[config.mk]
export PLATFORM = sky130hd
export DESIGN_NAME = imem_loader_flat
export DESIGN_NICKNAME = d
export VERILOG_FILES = /design/src/rtl/riscv_loader_pkg.sv /design/src/rtl/imem_loader_if.sv /design/src/rtl/loader_word_asm.sv /design/src/rtl/imem_loader.sv /design/src/flat_wrapper.sv
export SDC_FILE = /design/constraint.sdc
export NUM_CORES = 1
export LEC_CHECK = 0
export BUFFER_PORTS_ARGS = -buffer_cell sky130_fd_sc_hd__buf_4
export CORE_ASPECT_RATIO = 0.6
export CORE_MARGIN = 10
export CORE_UTILIZATION = 35
export CTS_CLUSTER_DIAMETER = 150
export DETAILED_ROUTE_END_ITERATION = 10
export MAX_ROUTING_LAYER = met4
export SLEW_MARGIN = 15
export SYNTH_ARGS = -nofsm -noshare
export SYNTH_HDL_FRONTEND = slang
export SYNTH_HIERARCHICAL = 1
export SYNTH_SLANG_ARGS = --single-unit
[constraint.sdc]
create_clock -name clk -period 2.85 [get_ports clk]
set_input_delay 0.1425 -clock clk [delete_from_list [all_inputs] [get_ports clk]]
set_output_delay 0.1425 -clock clk [all_outputs]
set_load 0.02 [all_outputs]
[src/rtl/riscv_loader_pkg.sv]
// Shared types and constants for the instruction-memory boot loader.
// Holds the loader state encoding, word geometry and the byte-address helper.
package riscv_loader_pkg;

  localparam int WORD_BYTES = 4;
  localparam int COUNT_W    = 16;

  typedef enum logic [2:0] {
    LEN0,
    LEN1,
    DATA,
    CSUM,
    DONE,
    ERR
  } loader_state_e;

  // Word index to word-aligned byte address (bits [1:0] are always zero).
  function automatic logic [31:0] wordAddr(input logic [COUNT_W-1:0] idx);
    return 32'(idx) << 2;
  endfunction

endpackage

[src/rtl/imem_loader_if.sv]
// Byte-stream handshake plus instruction-memory write port and boot status.
// master = host/byte source side, slave = the loader itself.
interface imem_loader_if;

  logic        in_valid;
  logic [7:0]  in_data;
  logic        in_ready;
  logic        imem_we;
  logic [31:0] imem_addr;
  logic [31:0] imem_wdata;
  logic        cpu_reset;
  logic        done;
  logic        error;

  modport master (
    output in_valid, in_data,
    input  in_ready, imem_we, imem_addr, imem_wdata, cpu_reset, done, error
  );

  modport slave (
    input  in_valid, in_data,
    output in_ready, imem_we, imem_addr, imem_wdata, cpu_reset, done, error
  );

endinterface

[src/rtl/loader_word_asm.sv]
// Assembles accepted stream bytes into little-endian 32-bit words.
// Byte j of a word lands in bits [8j+7:8j]; the completed word and a
// one-cycle valid pulse are registered on acceptance of the fourth byte.
module loader_word_asm
  import riscv_loader_pkg::*;
(
  input  logic        clk,
  input  logic        reset,
  input  logic        accept_i,
  input  logic [7:0]  byte_i,
  output logic        lastByte_o,
  output logic        wordValid_o,
  output logic [31:0] word_o
);

  logic [1:0]  byteCnt_q;
  logic [23:0] partial_q;
  logic        wordValid_q;
  logic [31:0] word_q;

  assign lastByte_o  = (byteCnt_q == 2'(WORD_BYTES - 1));
  assign wordValid_o = wordValid_q;
  assign word_o      = word_q;

  // Place each accepted byte into its lane; the last lane completes the word.
  always_ff @(posedge clk) begin
    if (reset) begin
      byteCnt_q   <= 2'd0;
      partial_q   <= 24'd0;
      wordValid_q <= 1'b0;
      word_q      <= 32'd0;
    end else begin
      wordValid_q <= 1'b0;
      if (accept_i) begin
        byteCnt_q <= byteCnt_q + 2'd1;
        case (byteCnt_q)
          2'd0:    partial_q[7:0]   <= byte_i;
          2'd1:    partial_q[15:8]  <= byte_i;
          2'd2:    partial_q[23:16] <= byte_i;
          default: begin
            word_q      <= {byte_i, partial_q};
            wordValid_q <= 1'b1;
          end
        endcase
      end
    end
  end

endmodule

[src/rtl/imem_loader.sv]
// Boot-time instruction memory writer.
// Parses a word count, streams 4N bytes into memory words, and holds the
// processor in reset until the image is complete. Defining LOADER_CHECKSUM_EN
// adds a trailing XOR checksum byte that must match before release.
module imem_loader
  import riscv_loader_pkg::*;
#(
  parameter int DEPTH = 64
) (
  input  logic           clk,
  input  logic           reset,
  imem_loader_if.slave   bus
);

  localparam logic [COUNT_W-1:0] DEPTH_W = COUNT_W'(DEPTH);

  loader_state_e      state_q, state_d;
  logic [7:0]         lenLo_q, lenLo_d;
  logic [COUNT_W-1:0] count_q, count_d;
  logic [COUNT_W-1:0] wordCount_q, wordCount_d;
  logic [31:0]        addr_q, addr_d;
  logic               inReady_q;
  logic               cpuReset_q;
  logic               done_q;
  logic               error_q;
`ifdef LOADER_CHECKSUM_EN
  logic [7:0]         csum_q, csum_d;
`endif

  logic               accept;
  logic               dataAccept;
  logic               lastByte;
  logic               lastWord;
  logic               wordValid;
  logic [31:0]        word;
  logic [COUNT_W-1:0] lenFull;

  assign accept     = bus.in_valid && inReady_q;
  assign dataAccept = accept && (state_q == DATA);
  assign lenFull    = {bus.in_data, lenLo_q};
  assign lastWord   = ((wordCount_q + COUNT_W'(1)) == count_q);

  loader_word_asm u_word_asm (
    .clk         (clk),
    .reset       (reset),
    .accept_i    (dataAccept),
    .byte_i      (bus.in_data),
    .lastByte_o  (lastByte),
    .wordValid_o (wordValid),
    .word_o      (word)
  );

  assign bus.in_ready   = inReady_q;
  assign bus.imem_we    = wordValid;
  assign bus.imem_wdata = word;
  assign bus.imem_addr  = addr_q;
  assign bus.cpu_reset  = cpuReset_q;
  assign bus.done       = done_q;
  assign bus.error      = error_q;

  // Next-state decode for the stream parser, counters, address and checksum.
  always_comb begin
    state_d     = state_q;
    lenLo_d     = lenLo_q;
    count_d     = count_q;
    wordCount_d = wordCount_q;
    addr_d      = addr_q;
`ifdef LOADER_CHECKSUM_EN
    csum_d      = csum_q;
`endif
    case (state_q)
      LEN0: begin
        if (accept) begin
          lenLo_d = bus.in_data;
          state_d = LEN1;
        end
      end
      LEN1: begin
        if (accept) begin
          count_d     = lenFull;
          wordCount_d = '0;
          if (lenFull > DEPTH_W) begin
            state_d = ERR;
          end else if (lenFull == '0) begin
`ifdef LOADER_CHECKSUM_EN
            state_d = CSUM;
`else
            state_d = DONE;
`endif
          end else begin
            state_d = DATA;
          end
        end
      end
      DATA: begin
        if (accept) begin
`ifdef LOADER_CHECKSUM_EN
          csum_d = csum_q ^ bus.in_data;
`endif
          if (lastByte) begin
            addr_d      = wordAddr(wordCount_q);
            wordCount_d = wordCount_q + COUNT_W'(1);
            if (lastWord) begin
`ifdef LOADER_CHECKSUM_EN
              state_d = CSUM;
`else
              state_d = DONE;
`endif
            end
          end
        end
      end
`ifdef LOADER_CHECKSUM_EN
      CSUM: begin
        if (accept) begin
          state_d = (bus.in_data == csum_q) ? DONE : ERR;
        end
      end
`endif
      default: begin
        state_d = state_q;
      end
    endcase
  end

  // Register parser state and derive every status output from it.
  always_ff @(posedge clk) begin
    if (reset) begin
      state_q     <= LEN0;
      lenLo_q     <= 8'd0;
      count_q     <= '0;
      wordCount_q <= '0;
      addr_q      <= 32'd0;
      inReady_q   <= 1'b0;
      cpuReset_q  <= 1'b1;
      done_q      <= 1'b0;
      error_q     <= 1'b0;
`ifdef LOADER_CHECKSUM_EN
      csum_q      <= 8'd0;
`endif
    end else begin
      state_q     <= state_d;
      lenLo_q     <= lenLo_d;
      count_q     <= count_d;
      wordCount_q <= wordCount_d;
      addr_q      <= addr_d;
      inReady_q   <= (state_d != DONE) && (state_d != ERR);
      cpuReset_q  <= (state_q != DONE);
      done_q      <= (state_q == DONE);
      error_q     <= (state_q == ERR);
`ifdef LOADER_CHECKSUM_EN
      csum_q      <= csum_d;
`endif
    end
  end

endmodule

[src/flat_wrapper.sv]
// flat-port wrapper written by rule: the top's interface ports become plain ports
module imem_loader_flat import riscv_loader_pkg::*;
#(
  parameter int DEPTH = 64
)
  (clk, reset, bus_in_valid, bus_in_data, bus_in_ready, bus_imem_we, bus_imem_addr, bus_imem_wdata, bus_cpu_reset, bus_done, bus_error);
  imem_loader_if bus_i ();
  input  logic clk;
  input  logic reset;
  input wire logic [$bits(bus_i.in_valid)-1:0] bus_in_valid;
  input wire logic [$bits(bus_i.in_data)-1:0] bus_in_data;
  output wire logic [$bits(bus_i.in_ready)-1:0] bus_in_ready;
  output wire logic [$bits(bus_i.imem_we)-1:0] bus_imem_we;
  output wire logic [$bits(bus_i.imem_addr)-1:0] bus_imem_addr;
  output wire logic [$bits(bus_i.imem_wdata)-1:0] bus_imem_wdata;
  output wire logic [$bits(bus_i.cpu_reset)-1:0] bus_cpu_reset;
  output wire logic [$bits(bus_i.done)-1:0] bus_done;
  output wire logic [$bits(bus_i.error)-1:0] bus_error;
  assign bus_i.in_valid = bus_in_valid;
  assign bus_i.in_data = bus_in_data;
  assign bus_in_ready = bus_i.in_ready;
  assign bus_imem_we = bus_i.imem_we;
  assign bus_imem_addr = bus_i.imem_addr;
  assign bus_imem_wdata = bus_i.imem_wdata;
  assign bus_cpu_reset = bus_i.cpu_reset;
  assign bus_done = bus_i.done;
  assign bus_error = bus_i.error;
  imem_loader #(.DEPTH(DEPTH)) u_core (.clk(clk), .reset(reset), .bus(bus_i));
endmodule
; ---- Yosys cells after proc, flatten, opt, wreduce, memory -nomap -nowiden
; Index checks and enable logic that the tools add are counted.
[totals]
word_cells = 64
out_inout_bits = 69
ff_bits = 122
[op_classes]
add_sub_neg = 2
muxes = 13
bitwise_logic = 2
eq_ne = 14
n_lt_le_gt_ge = 1
reduce_logical = 17
[ops]
columns = operator, n
row1 = $mux 16, 3
row2 = $pmux 16 s2, 1
row3 = $mux 3, 7
row4 = $add 16x1->16 const B, 1
row5 = $eq 16x16->1, 1
row6 = $gt 16x7->1 const B, 1
row7 = $logic_not 16->1, 1
row8 = $reduce_and 2->1, 6
row9 = $ne 3x3->1 const B, 3
row10 = $pmux 3 s3, 1
row11 = $eq 3x3->1 const B, 2
row12 = $ne 2x1->1 const B, 3
row13 = $eq 2x2->1 const B, 2
row14 = $reduce_and 4->1, 1
row15 = $eq 3x1->1 const B, 1
row16 = $eq 3x2->1 const B, 1
row17 = $logic_and 1x1->1, 3
row18 = $logic_not 3->1, 1
row19 = $reduce_and 3->1, 1
row20 = $reduce_or 3->1, 1
row21 = $add 2x1->2 const B, 1
row22 = $eq 2x1->1 const B, 1
row23 = $logic_not 2->1, 1
row24 = $not 1->1, 2
row25 = 3 further kinds, 3

; ---- Logic depth before layout (Yosys ltp)
[depth]
ltp_word = 8
ltp_mapped = 9
mapped_depth_nobuf = 8

; ---- Hierarchy
; Netlist, hierarchy kept.
[by_module_without_submodules]
columns = mod, area_each_um2, cells_per_inst, n_inst
row1 = imem_loader, 3104.2, 399, 1
row2 = loader_word_asm, 2358.5, 208, 1

; ---- Worst setup path before layout
; Ideal clock, no wire load.
[synth_timing]
path_type = reg2reg
start = register u_core.wordCount_q[1]
end = register u_core.state_q[1]
slack_ns = 0.495
arrival_time_ns = 2.240
path_buffers = 0
period_less_slack_ns = 2.355
stages_incl_launch_ff = 8
t_required_ns = 2.735
path_cell_list = dfxtp_1 ha_1 xor2_1 or4_1 nor4_1 nand4_1 or4_1 and2_1
[synth_via]
elab_chain_len = 6
[synth_rtl]
columns = element, line
row1 = from (decl), imem_loader.sv:20  ; logic [COUNT_W-1:0] wordCount_q, wordCount_d;
row2 = from (signal assigned), imem_loader.sv:145  ; wordCount_q <= wordCount_d;
row3 = $add 16x1->16, imem_loader.sv:41  ; assign lastWord = ((wordCount_q + COUNT_W'(1)) == count_q);
row4 = $eq 16x16->1, imem_loader.sv:41
row5 = $mux 3, imem_loader.sv:103  ; if (lastWord) begin
row6 = $mux 3, imem_loader.sv:100  ; if (lastByte) begin
row7 = $mux 3, imem_loader.sv:96  ; if (accept) begin
row8 = $pmux 3 s3, imem_loader.sv:71  ; case (state_q)
row9 = to (signal assigned), imem_loader.sv:142  ; state_q <= state_d;
row10 = to (decl), imem_loader.sv:17  ; loader_state_e state_q, state_d;
; Every way passes these cells.
; A chain may end at the register's enable or synchronous reset.

; ---- Final worst setup path
[layout_timing]
start = register u_core.wordCount_q[3]
end = register u_core.state_q[1]
; Same word-level chain as after synthesis.

==> metrics.txt <==
# TYPE chip_impl_metric gauge
chip_impl_metric{name="worst_slew_margin_rel",unit="%"} 26.5
chip_impl_metric{name="crit_fanout",unit=""} 10
chip_impl_metric{name="clock_latency",unit="ps"} 410
chip_impl_metric{name="finish.instance_area",unit="sq um"} 6620
chip_impl_info{name="most_common_cell_in_the_netlist",value="sky130_fd_sc_hd__dfxtp_1"} 1
chip_impl_metric{name="timing.critical_path.required",unit="ps"} 3150
chip_impl_metric{name="cpPeakStageDelay",unit="ps"} 550
chip_impl_metric{name="core_region_area",unit="sq um"} 15300
chip_impl_metric{name="cts-root-to-sink-buffers",unit=""} 2
chip_impl_metric{name="setup_viol_count_final",unit=""} 0
chip_impl_metric{name="flow.area_growth_from_synthesis",unit="%"} 21.2
chip_impl_metric{name="synth_edf_count",unit=""} 0
chip_impl_metric{name="hold_viol",unit=""} 0
chip_impl_metric{name="vias",unit=""} 4332
chip_impl_info{name="outcome",value="complete, no violations"} 1
chip_impl_metric{name="fin_crit_sh",unit="%"} 95.7
chip_impl_info{name="min-delay-path-class",value="primary input to flop"} 1
chip_impl_metric{name="numClockSinks",unit=""} 122
chip_impl_metric{name="timing.final.crit_period",unit="ps"} 2730
chip_impl_metric{name="drt_drc_violations_left",unit=""} 0
chip_impl_metric{name="synthDistinctLibCells",unit=""} 48
chip_impl_info{name="netlist_top_cells_count",value="sky130_fd_sc_hd__dfxtp_1, sky130_fd_sc_hd__nand2_1, sky130_fd_sc_hd__mux2i_1, sky130_fd_sc_hd__nand2b_1, sky130_fd_sc_hd__a21oi_1"} 1
chip_impl_metric{name="cp.arrival",unit="ps"} 3030
chip_impl_metric{name="ff_latch_area",unit="sq um"} 2440
chip_impl_metric{name="grt.overflow.total",unit=""} 0
chip_impl_metric{name="drt_iter0_drcs",unit=""} 419
chip_impl_metric{name="grt_antenna_before_repair",unit=""} 0
chip_impl_metric{name="wl",unit="mm"} 13.3
chip_impl_info{name="critical_path.cell_chain",value="nand4_1 -> nor4_2 -> xnor2_1 -> nor3_1 -> nand4_1 -> or4_1 -> and2_1"} 1
chip_impl_info{name="cp-end-kind",value="flop"} 1
chip_impl_metric{name="power",unit="W"} 0.00395
chip_impl_metric{name="max_clock_freq",unit="MHz"} 367
chip_impl_metric{name="rows",unit=""} 35
chip_impl_metric{name="register_clock_pin_slew_on_the_reported_worst_setup_and_hold_paths",unit="ps"} 60
chip_impl_metric{name="fraction_of_power_spent_switching_nets",unit="%"} 24.1
chip_impl_metric{name="synth.cell_area",unit="sq um"} 5460
chip_impl_metric{name="power.combinational.fraction",unit="%"} 3.7
chip_impl_info{name="cpMostUsedCell",value="sky130_fd_sc_hd__nand4_1"} 1
chip_impl_metric{name="netSwitchingPower",unit="W"} 0.000954
chip_impl_metric{name="start_util",unit="%"} 35.6
chip_impl_info{name="clk_root_buffer_cell",value="sky130_fd_sc_hd__clkbuf_16"} 1
chip_impl_info{name="tritoncts",value="built"} 1
chip_impl_info{name="biggest_area_contributors_in_the_synthesized_netlist",value="sky130_fd_sc_hd__dfxtp_1, sky130_fd_sc_hd__mux2i_1, sky130_fd_sc_hd__nand2b_1, sky130_fd_sc_hd__nand2_1, sky130_fd_sc_hd__a21oi_1"} 1
chip_impl_metric{name="die_x",unit="microns"} 181
chip_impl_metric{name="cellPowerDensity",unit="nW/um^2"} 597
chip_impl_metric{name="port_buffers",unit=""} 63
chip_impl_info{name="critical_path.slowest_cell",value="sky130_fd_sc_hd__dfxtp_1"} 1
chip_impl_metric{name="yosys_register_bits",unit=""} 122
chip_impl_info{name="cp-start-kind",value="flop"} 1
chip_impl_metric{name="yosys_warnings",unit=""} 6
chip_impl_metric{name="mean_cell_area_of_the_mapped_netlist",unit="sq um"} 9.00
chip_impl_metric{name="grt_pass1_wl",unit="mm"} 21.5
chip_impl_metric{name="seqPwrFrac",unit="%"} 43.8
chip_impl_metric{name="power.internal",unit="W"} 0.00300
chip_impl_metric{name="report.final.slew_viol_count",unit=""} 0
chip_impl_metric{name="drt-wirelength-per-cell",unit="microns"} 15.2
chip_impl_metric{name="worstMarginPinSlew",unit="ps"} 1100
chip_impl_metric{name="grt_pass1_vias",unit=""} 4146
chip_impl_metric{name="synth.yosys.seq_area_share",unit="%"} 44.7
chip_impl_info{name="netlist.top_cell.by_area",value="sky130_fd_sc_hd__dfxtp_1"} 1
chip_impl_metric{name="fin_nets",unit=""} 674
chip_impl_metric{name="h-tree-depth",unit=""} 4
chip_impl_metric{name="post-dp-hpwl",unit="mm"} 9.27
chip_impl_metric{name="final_layout_size_suffix_gt1_share",unit="%"} 17.9
chip_impl_metric{name="number_of_instances_in_the_synthesized_netlist",unit=""} 607
chip_impl_metric{name="final.fill_count",unit=""} 1452
chip_impl_metric{name="drv.max_cap_violation_count",unit=""} 0
chip_impl_metric{name="floorplan.die_area",unit="sq um"} 21200
chip_impl_metric{name="drt-pass1-iter-count",unit=""} 5
chip_impl_metric{name="cts_setup_buffers",unit=""} 0
chip_impl_metric{name="final.setup_skew",unit="ps"} 10.2
chip_impl_metric{name="cts_buffers",unit=""} 17
chip_impl_metric{name="dpl-instance-area",unit="sq um"} 5980
chip_impl_metric{name="netlist.area_leader.share",unit="%"} 44.7
chip_impl_metric{name="largest_net_degree_at_the_start_of_global_routing",unit=""} 129
chip_impl_metric{name="static-leakage-power",unit="nW"} 2.64
chip_impl_info{name="primary_ff_master_synth",value="sky130_fd_sc_hd__dfxtp_1"} 1
chip_impl_metric{name="fp.dieH",unit="microns"} 117
chip_impl_metric{name="place.gp.congestion",unit=""} 0.871
chip_impl_metric{name="power_frac_clock",unit="%"} 52.5
chip_impl_metric{name="globalRouteTotalUtil",unit="%"} 12.8
chip_impl_metric{name="route.antenna.remaining_nets",unit=""} 0
chip_impl_info{name="crit_path_category",value="flop to flop"} 1
chip_impl_metric{name="async_flop_share",unit="%"} 0
chip_impl_metric{name="viasPerCell",unit=""} 4.95
chip_impl_metric{name="ios",unit=""} 80
chip_impl_metric{name="vdd_drop_max",unit="mV"} 0.415
chip_impl_metric{name="multi_input_area",unit="sq um"} 2760
==> power by group through the flow <==
stage / Sequential [W] / Clock, W / Combinational, W
after CTS: 0.00173 / 0.00213 / 0.000144
after global routing: 0.00173 / 0.00220 / 0.000159
after floorplan: 0.00176 / 0 / 0.000117
after global placement: 0.00177 / 0 / 0.000138
after detailed placement: 0.00177 / 0 / 0.000141
final: 0.00173 / 0.00208 / 0.000145
==> metal layers <==
| layer | global-route usage [%] | wire, microns | part of all wire [%] |
|---|---|---|---|
| met5 | - | 0 | 0 |
| met4 | 3.62 | 144 | 1.1 |
| met1 | 16.6 | 6550 | 49 |
| met3 | 3.35 | 633 | 4.8 |
| met2 | 19.5 | 6000 | 45 |
==> layout by cell type, fill, tap and decap left out, types with 3 or more instances in the layout <==
cell,instances
sky130_fd_sc_hd__ha_1,4
sky130_fd_sc_hd__nand2b_1,65
sky130_fd_sc_hd__nor4_1,3
sky130_fd_sc_hd__clkbuf_16,17
sky130_fd_sc_hd__mux2i_1,65
sky130_fd_sc_hd__nor4_4,3
sky130_fd_sc_hd__a22oi_1,5
sky130_fd_sc_hd__or3_1,4
sky130_fd_sc_hd__o21ai_0,12
sky130_fd_sc_hd__nand3_2,3
sky130_fd_sc_hd__inv_1,5
sky130_fd_sc_hd__clkinv_4,6
sky130_fd_sc_hd__xor2_1,5
sky130_fd_sc_hd__nand3_1,6
sky130_fd_sc_hd__inv_6,6
sky130_fd_sc_hd__nand2_1,80
sky130_fd_sc_hd__dfxtp_1,121
sky130_fd_sc_hd__and3_1,5
sky130_fd_sc_hd__buf_4,73
sky130_fd_sc_hd__nand4_1,5
sky130_fd_sc_hd__and2_1,5
sky130_fd_sc_hd__xnor2_1,15
sky130_fd_sc_hd__nor2_1,45
sky130_fd_sc_hd__conb_1,16
sky130_fd_sc_hd__nor3_1,12
sky130_fd_sc_hd__a21oi_1,46
==> path summary, 6_finish.rpt <==
path	startpoint	endpoint	slack, ps	cells past startpoint
setup / recovery	u_core/wordCount_q[3]	u_core/state_q[1]	120	7
hold / removal	bus_in_data[2]	u_core/lenLo_q[2]	20	3
setup reg to reg	u_core/wordCount_q[3]	u_core/state_q[1]	120	7
hold reg to reg	u_core/bus.imem_addr[7]	u_core/bus.imem_addr[7]	460	2
==> worst max-delay path: cells and delay by family (launching register included) <==
| kind | cells | cell delay (ps) |
|---|---|---|
| XOR/XNOR | 1 | 120 |
| AND/OR/NAND/NOR | 6 | 1940 |
| flip-flops | 1 | 550 |
==> registers in the layout, indices dropped and copies added (netlist names) <==
register,flops
u_core/wordCount_q,16
u_core/bus.done,1
u_core/u_word_asm/wordValid_o,1
u_core/bus.cpu_reset,1
u_core/u_word_asm/byteCnt_q,2
u_core/bus.in_ready,1
u_core/state_q,3
u_core/lenLo_q,8
u_core/count_q,16
u_core/bus.imem_addr,16
u_core/u_word_asm/word_o,32
u_core/u_word_asm/partial_q,24
u_core/bus.error,1
==> stage by stage <==
| step | util (%) | hold slack (ps) | setup WS, ps | instances | setup TNS, ps |
|---|---|---|---|---|---|
| finish | 43.2 | 16.3 | 123 | 875 | 0 |
| global route | 43.2 | 22.9 | -7.27 | 874 | -7.27 |
| CTS | 42.9 | 4.01 | 60.4 | 874 | 0 |
| detailed placement | 39.0 | 433 | 69.8 | 840 | 0 |
| global placement | 39.0 | 419 | 177 | 840 | 0 |
| floorplan | - | 278 | 495 | 622 | 0 |
==> timing repair <==
item	in CTS	in global routing
hold buffers	2	0
hold endpoints to repair	2	0
gates resized for setup	0	7
endpoints found under the setup margin	0	2
==> cell type report <==
| type | instances | share of cell area (%) |
|---|---|---|
| antenna | 1 | 0.0378 |
| clock buffer | 17 | 6.42 |
| clock inverter | 15 | 2.32 |
| inverter | 5 | 0.283 |
| multi-input combinational | 437 | 41.6 |
| sequential | 122 | 36.9 |
| tap | 203 | 3.84 |
| timing repair buffer | 75 | 8.58 |
==> cells by family (layout without fill, tap and decap cells) <==
family | count (synthesis) | in the layout | share of synthesized area (%)
AND/OR/NAND/NOR | 253 | 253 | 23.9
flip-flops | 122 | 122 | 44.7
AO/OA/AOI/OAI | 77 | 77 | 8.06
multiplexers | 65 | 65 | 11.9
buffers and inverters | 63 | 112 | 6.69
XOR/XNOR | 21 | 21 | 3.50
adder cells (fa/ha/maj) | 5 | 5 | 1.15
other | 1 | 17 | 0.0686
No activity file was read; power rests on OpenSTA's default activity.
